## src/rtl/gb_cpu_microseq.sv

```systemverilog
// M-cycle micro-sequencer: plays a decoder-supplied schedule of control words and
// handles condition early exit, 0xCB chaining, interrupt dispatch, HALT and stall.
module gb_cpu_microseq #(
    parameter int unsigned CTRL_W = 32,
    parameter int unsigned MAX_MCYC = 6,
    parameter logic [CTRL_W-1:0] FETCH_CTRL = 'h1,
    parameter logic [CTRL_W-1:0] HALT_CTRL = '0,
    parameter logic [CTRL_W-1:0] NOP_CTRL = '0,
    localparam int unsigned SW = (MAX_MCYC > 1) ? $clog2(MAX_MCYC) : 1
) (
    input  logic                         clk,
    input  logic                         reset,
    input  logic                         stall,
    input  logic [MAX_MCYC*CTRL_W-1:0]   sched_ctrl,
    input  logic [SW-1:0]                sched_len,
    input  logic                         sched_prefix_next,
    input  logic                         sched_halt,
    input  logic                         cond_fail,
    input  logic                         int_pending,
    input  logic                         ime,
    output logic [CTRL_W-1:0]            ctrl_next,
    output logic [SW-1:0]                step_o,
    output logic                         last_step_o,
    output logic                         cb_prefix_o,
    output logic                         isr_cmd,
    output logic                         halted_o
);

    typedef enum logic [1:0] {S_FETCH, S_EXEC, S_HALT} state_t;

    localparam logic [SW-1:0] LEN_MAX = SW'(MAX_MCYC - 1);

    state_t          state_q, state_d;
    logic [SW-1:0]   step_q, step_d;
    logic [SW-1:0]   len_q, len_d;
    logic            cb_q, cb_d;
    logic            isr_q, isr_d;

    logic [SW-1:0]   raw_len;
    logic [SW-1:0]   eff_len;
    logic [CTRL_W-1:0] word;
    logic            last;

    always_ff @(posedge clk or negedge reset) begin
        if (!reset) begin
            state_q <= S_FETCH;
            step_q  <= '0;
            len_q   <= '0;
            cb_q    <= 1'b0;
            isr_q   <= 1'b0;
        end else begin
            state_q <= state_d;
            step_q  <= step_d;
            len_q   <= len_d;
            cb_q    <= cb_d;
            isr_q   <= isr_d;
        end
    end

    // Length comes straight from the decoder on step 0, from the latched copy afterwards.
    always_comb begin
        raw_len = (step_q == '0) ? sched_len : len_q;
        eff_len = (raw_len > LEN_MAX) ? LEN_MAX : raw_len;
        last    = (state_q == S_EXEC) && (step_q == eff_len);
        word    = '0;
        for (int unsigned k = 0; k < MAX_MCYC; k++) begin
            if (step_q == SW'(k)) word = sched_ctrl[k*CTRL_W +: CTRL_W];
        end
    end

    always_comb begin
        if (stall) begin
            ctrl_next = NOP_CTRL;
        end else begin
            case (state_q)
                S_FETCH: ctrl_next = FETCH_CTRL;
                S_EXEC:  ctrl_next = word;
                S_HALT:  ctrl_next = HALT_CTRL;
                default: ctrl_next = FETCH_CTRL;
            endcase
        end
        step_o      = step_q;
        last_step_o = last;
        cb_prefix_o = cb_q;
        isr_cmd     = isr_q;
        halted_o    = (state_q == S_HALT);
    end

    always_comb begin
        state_d = state_q;
        step_d  = step_q;
        len_d   = len_q;
        cb_d    = cb_q;
        isr_d   = isr_q;
        if (!stall) begin
            case (state_q)
                S_FETCH: begin
                    state_d = S_EXEC;
                    step_d  = '0;
                end
                S_EXEC: begin
                    if (step_q == '0) len_d = eff_len;
                    // A failed condition on the final word is moot: the op ends anyway.
                    if (last) begin
                        step_d = '0;
                        cb_d   = sched_prefix_next;
                        isr_d  = ~sched_prefix_next & ime & int_pending;
                        if (sched_halt && !int_pending) begin
                            state_d = S_HALT;
                            isr_d   = 1'b0;
                        end
                    end else if (cond_fail) begin
                        state_d = S_FETCH;
                        step_d  = '0;
                        cb_d    = 1'b0;
                        isr_d   = 1'b0;
                    end else begin
                        step_d = step_q + 1'b1;
                    end
                end
                S_HALT: begin
                    if (int_pending) begin
                        step_d = '0;
                        if (ime) begin
                            state_d = S_EXEC;
                            isr_d   = 1'b1;
                        end else begin
                            state_d = S_FETCH;
                            isr_d   = 1'b0;
                        end
                    end
                end
                default: begin
                    state_d = S_FETCH;
                    step_d  = '0;
                end
            endcase
        end
    end

endmodule

```

## config.mk

```make
export PLATFORM = sky130hd
export DESIGN_NAME = gb_cpu_microseq
export DESIGN_NICKNAME = d
export VERILOG_FILES = /design/src/rtl/gb_cpu_microseq.sv
export SDC_FILE = /design/constraint.sdc
export NUM_CORES = 1
export LEC_CHECK = 0
export ABC_AREA = 1
export ABC_CLOCK_PERIOD_IN_PS = 1850
export CORE_MARGIN = 10
export CORE_UTILIZATION = 28
export DETAILED_ROUTE_END_ITERATION = 8
export GPL_ROUTABILITY_DRIVEN = 0
export PLACE_DENSITY = 0.87
export RECOVER_POWER = 100
export SETUP_SLACK_MARGIN = 0.5
export SYNTH_ARGS = -nofsm -noshare
export SYNTH_HDL_FRONTEND = slang
export SYNTH_SLANG_ARGS = --single-unit
```

## constraint.sdc

```tcl
create_clock -name clk -period 1.85 [get_ports clk]
set_input_delay 0.185 -clock clk [delete_from_list [all_inputs] [get_ports clk]]
set_output_delay 0.185 -clock clk [all_outputs]
set_load 0.005 [all_outputs]
```

---- After elaboration in Yosys (flattened, before gate mapping) ----
Index checks and enable logic that the tools add are counted.
W data, S select, Z words.
word-level totals
  register bits ........................... 10
  input bits .............................. 203
cells by class
  $add $sub $neg .......................... 1
  order comparisons ....................... 1
  equality and inequality tests ........... 11
  multiplexer cells ....................... 27
  bitwise operators ....................... 4
  reductions and logical operators ........ 12
operators by type and width
  operator               count
  $mux W32               7
  $pmux W32 S2           1
  $mux W3                5
  $mux W2                4
  $reduce_and A4 Y1      2
  $mux W1                7
  $eq A3 B2 Y1 const B   2
  $eq A3 B3 Y1 const B   2
  $pmux W2 S3            1
  $pmux W3 S2            1
  $reduce_and A3 Y1      2
  $reduce_bool A2 Y1     2
  $add A3 B1 Y3 const B  1
  $eq A3 B1 Y1 const B   1
  $eq A3 B3 Y1           1
  $gt A3 B3 Y1 const B   1
  $logic_not A3 Y1       1
  $ne A3 B2 Y1 const B   1
  $ne A3 B3 Y1 const B   1
  $and A1 B1 Y1          2
  $eq A2 B1 Y1 const B   1
  $eq A2 B2 Y1 const B   1
  $logic_and A1 B1 Y1    2
  $logic_not A2 Y1       1
  5 further kinds        6

---- Depth between registers and ports, before layout ----
  word-level depth ........................ 9
  depth in mapped cells ................... 16
  mapped depth without buffers ............ 16

---- Least setup slack after synthesis ----
Ideal clock, no wire load.
  path type ............................... reg-to-output
  start ................................... register step_q[2] (netlist: step_o[2])
  end ..................................... output port ctrl_next[1]
  arrival time ............................ 1.887 ns
  data required time ...................... 1.665 ns
  setup slack ............................. -0.222 ns
  stages on the path, launching flop included .. 13
  path through ............................ dfrtp_1 buf_6 inv_4 buf_6 buf_2 ha_1 clkbuf_1 inv_1 clkbuf_1 o21ai_0 o21ai_1 nand2_1 a31oi_1
between the ends
  cells in the longest elaborated chain, start to end .. 9
  elaborated cells between the ends (all ways) .. 14
  classes of those cells .................. 5 x eq/ne; 8 x mux; 1 x reduce/logical
ends and longest elaborated chain
  what                    line  text
  start, declared         34    logic [SW-1:0] step_q, step_d;
  start signal, assigned  53    step_q <= step_d;
  $logic_not A3 Y1        67    if (step_q == SW'(k)) word = sched_ctrl[k*CTRL_W +: CTRL_W];
  $mux W32 (5 in a row)   67
  $mux W32 *              67
  $pmux W32 S2 *          75    case (state_q)
  $mux W32 *              72    if (stall) begin
  end, declared           21    output logic [CTRL_W-1:0] ctrl_next,
Mark *: on every way between the ends. The rest lies on a longest branch, timed or not.

---- Worst setup path in the final report ----
  start ................................... register step_q[0] (netlist: step_o[0])
  end ..................................... output port ctrl_next[11]
Same word-level chain as after synthesis.

==> reports/metrics.csv <==
stage,metric,value,unit
routing,First DRT Iteration DRCs,569,
timing,Worst Skew,11.4,ps
floorplan,overall die width,115,µm
pwr,Net Sw Frac,0.447,
layout,layout cells sized above 1,0.245,
critical_path,Required @ worst endpoint,1660,ps
pwr,Total Power,5.71,mW
global_routing,number of global-route vias before repair,5040,
critical_path,crit path buf inv count,6,
critical_path,kind of critical path,flop to primary output,
timing,post-layout min period,2230,ps
routing,drt wl/cell,21.2,µm
floorplan,row count,34,
routing,Post-route DRC,0,
layout,storage element area,253,µm²
global_routing,first-pass GRT wire length,27.6,mm
critical_path,Worst path top cell family by delay,buffers and inverters,
routing,via count,4898,
pwr,combinational share of power,0.894,
layout,Multi-input gate area,2260,µm²
critical_path,CP cell instances,"inv_4, ha_4, inv_2, nor2_4, buf_6, buf_12, buf_16, a31oi_2, o21ai_1, nand2_1, a31oi_1, buf_2",
cts,CTS tree,done,
routing,drt via density,5.57,
timing,final hold vios,0,
synth,Synth Register Bits,10,
timing,"Slew Viols, Final",0,
synth,Syn Std Cell Area,2500,µm²
cts,CTS Root Buffer Type,clkbuf_8,
timing,unrepaired setup endpoints after global routing,yes,
synth,Post-Syn Nets,688,
global_routing,initial antenna violation count,0,
critical_path,CP startpoint kind,flop,
cts,Clock Tree Buf Depth,2,
synth,"area leader, netlist",nand2_1,
pwr,sequential power share,0.064,
cts,"CTS clk-pin slew, worst paths",60,ps
pwr,share of total power in the clock network,0.041,
floorplan,Starting Density,0.287,
routing,final wirelength,18.6,mm
critical_path,crit path DAT,2050,ps
timing,Slew @ Worst Pin,529,ps
timing,setup slack after layout,-384,ps
synth,Synth Warn #,0,
placed_design,Placed Cells incl. Taps,831,
synth,mean post-synth cell area,5.26,µm²
outcome,failing checks,setup timing,
layout,diode count,0,
synth,Area contributors post-synth,"nand2_1 25%, a31oi_1 15%, o21ai_0 13%, dfrtp_1 10%, nand3_1 9.2%",
floorplan,die height,115,µm
timing,setup violators final,37,
pwr,internal power,3.15,mW
synth,Mapped Cells,476,
cts,clk sinks,10,
routing,post-route ant nets,0,
global_routing,largest net degree at the start of global routing,43,
critical_path,crit-path max cell delay,440,ps
critical_path,crit path max fanout,6,
placed_design,PortBufs,241,
layout,synthesis-to-finish area growth,148,%
run,max_cap viols,0,
floorplan,die area,13100,µm²
global_routing,gr ovfl total,0,
critical_path,Critical Path End Type,primary output,
floorplan,I/O pin count,242,
pwr,PwrDens,918,nW/µm²
layout,fillers,691,
cts,H-tree depth,1,
critical_path,Worst path slowest cell,dfrtp_2,
timing,FMAX,0.448,GHz
layout,"commonest non-fill, non-tap cells in the layout","202 x clkdlybuf4s50_1, 157 x nand2_1, 60 x o21ai_0",
pwr,Lkg Pwr,2.78,nW
synth,number of distinct library cells after synthesis,23,
synth,top cell type's share of synthesized area,0.247,
layout,Final #Nets,986,
pwr,"IR drop worst, VDD",0.778,mV
cts,worst skew pair latency,250,ps
layout,Finished Layout Cells,880,
timing,Slew HR,0.646,
pwr,Switch Pwr,2.55,mW
timing,final worst path period share,1.21,
placed_design,Detail Placement HPWL,13.0,mm
floorplan,CORE AREA,8720,µm²
worst_hold_path,Hold WC Path Type,input pin to async pin,
outcome,outcome,finished with violations,
synth,sequential area share after synthesis,0.0999,
routing,TritonRoute pass-1 iters,6,
cts,# hold bufs at CTS,0,
global_routing,GRT Util Overall,0.259,
cts,Num CTS Buffers,3,
layout,"most common cell after layout, fill and taps aside",clkdlybuf4s50_1,
## path summary, 6_finish.rpt
kind / cells after the start / startpoint / to / slack (ps)
setup / recovery: 12 / step_o[0] / ctrl_next[11] / -380
max in group asynchronous: 1 / reset / step_o[2] / 1110
hold / removal: 1 / reset / isr_cmd / 350
setup reg to reg: 17 / step_o[0] / state_q[0] / -360
min in group clk: 2 / isr_cmd / isr_cmd / 480
hold reg to reg: 2 / isr_cmd / isr_cmd / 480
## power groups by stage
stage,logic (mW),clock network (mW),registers [mW]
floorplan,1.92,0,0.357
global placement,3.49,0,0.350
detailed placement,3.59,0,0.358
CTS,4.62,0.235,0.359
global route,5.50,0.246,0.377
finish,5.10,0.237,0.366
## Yosys cell counts
library cell and number:
or2_2 1, nand2_2 3, dfrtp_1 10, o21ai_1 34
inv_1 16, inv_4 1, a21boi_0 1, nand2_1 165
o21ai_0 65, nand3b_4 1, buf_6 2, ha_1 9
clkbuf_1 25, nor3_1 1, a31oi_1 62, buf_2 16
nor2_1 5, nor2_2 1, o22ai_1 2, inv_2 3
o211ai_1 2, nand3_1 46, a21oi_1 5
## layer usage
layer,vias up,track usage,wire length (µm)
met5,-,0,0
met4,0,0.0710,653
met3,55,0.0524,1710
met2,320,0.485,9600
met1,2267,0.286,6660
li1,2256,-,-
## sequential cells by signal, indices dropped and copies added (netlist names)
name	count
cb_prefix_o	1
isr_cmd	1
step_o	3
len_q	3
state_q	2
## per-stage QoR
stage	hold slack, ps	util	instance area [µm²]	setup slack (ps)	setup TNS, ps
4_1_cts	295	0.689	6010	-348	-10490
6_report	355	0.713	6210	-384	-11690
3_5_place_dp	476	0.618	5390	-441	-13140
5_1_grt	396	0.713	6210	-489	-15700
2_1_floorplan	-111	-	2600	18.3	0
3_3_place_gp	461	0.618	5390	-393	-11200
## area by class of cell
cell class	count	share of cell area
clock buffers	3	0.00664
inverters	20	0.0149
repair inverters	2	0.00282
repair buffers	334	0.549
well taps	108	0.0217
flip-flops and latches	10	0.0407
multi-input cells	403	0.364
## kinds of logic (layout without fill, tap and decap cells)
logic type | count (synthesis) | count (layout) | share of synthesized area
adders and majority gates | 9 | 9 | 0.0450
buffers and inverters | 63 | 359 | 0.109
AOI/OAI and AO/OA | 171 | 171 | 0.377
DFF | 10 | 10 | 0.0999
and+or+nand+nor | 223 | 223 | 0.369
## repair_timing
item                                    in CTS  in global routing
endpoints found under the setup margin      47                 46
cloned                                      11                  2
resized for setup                          201                 35
buffers inserted                            31                  2
pin swaps                                   44                 23
Note: power is estimated with default switching activity, not from simulation.
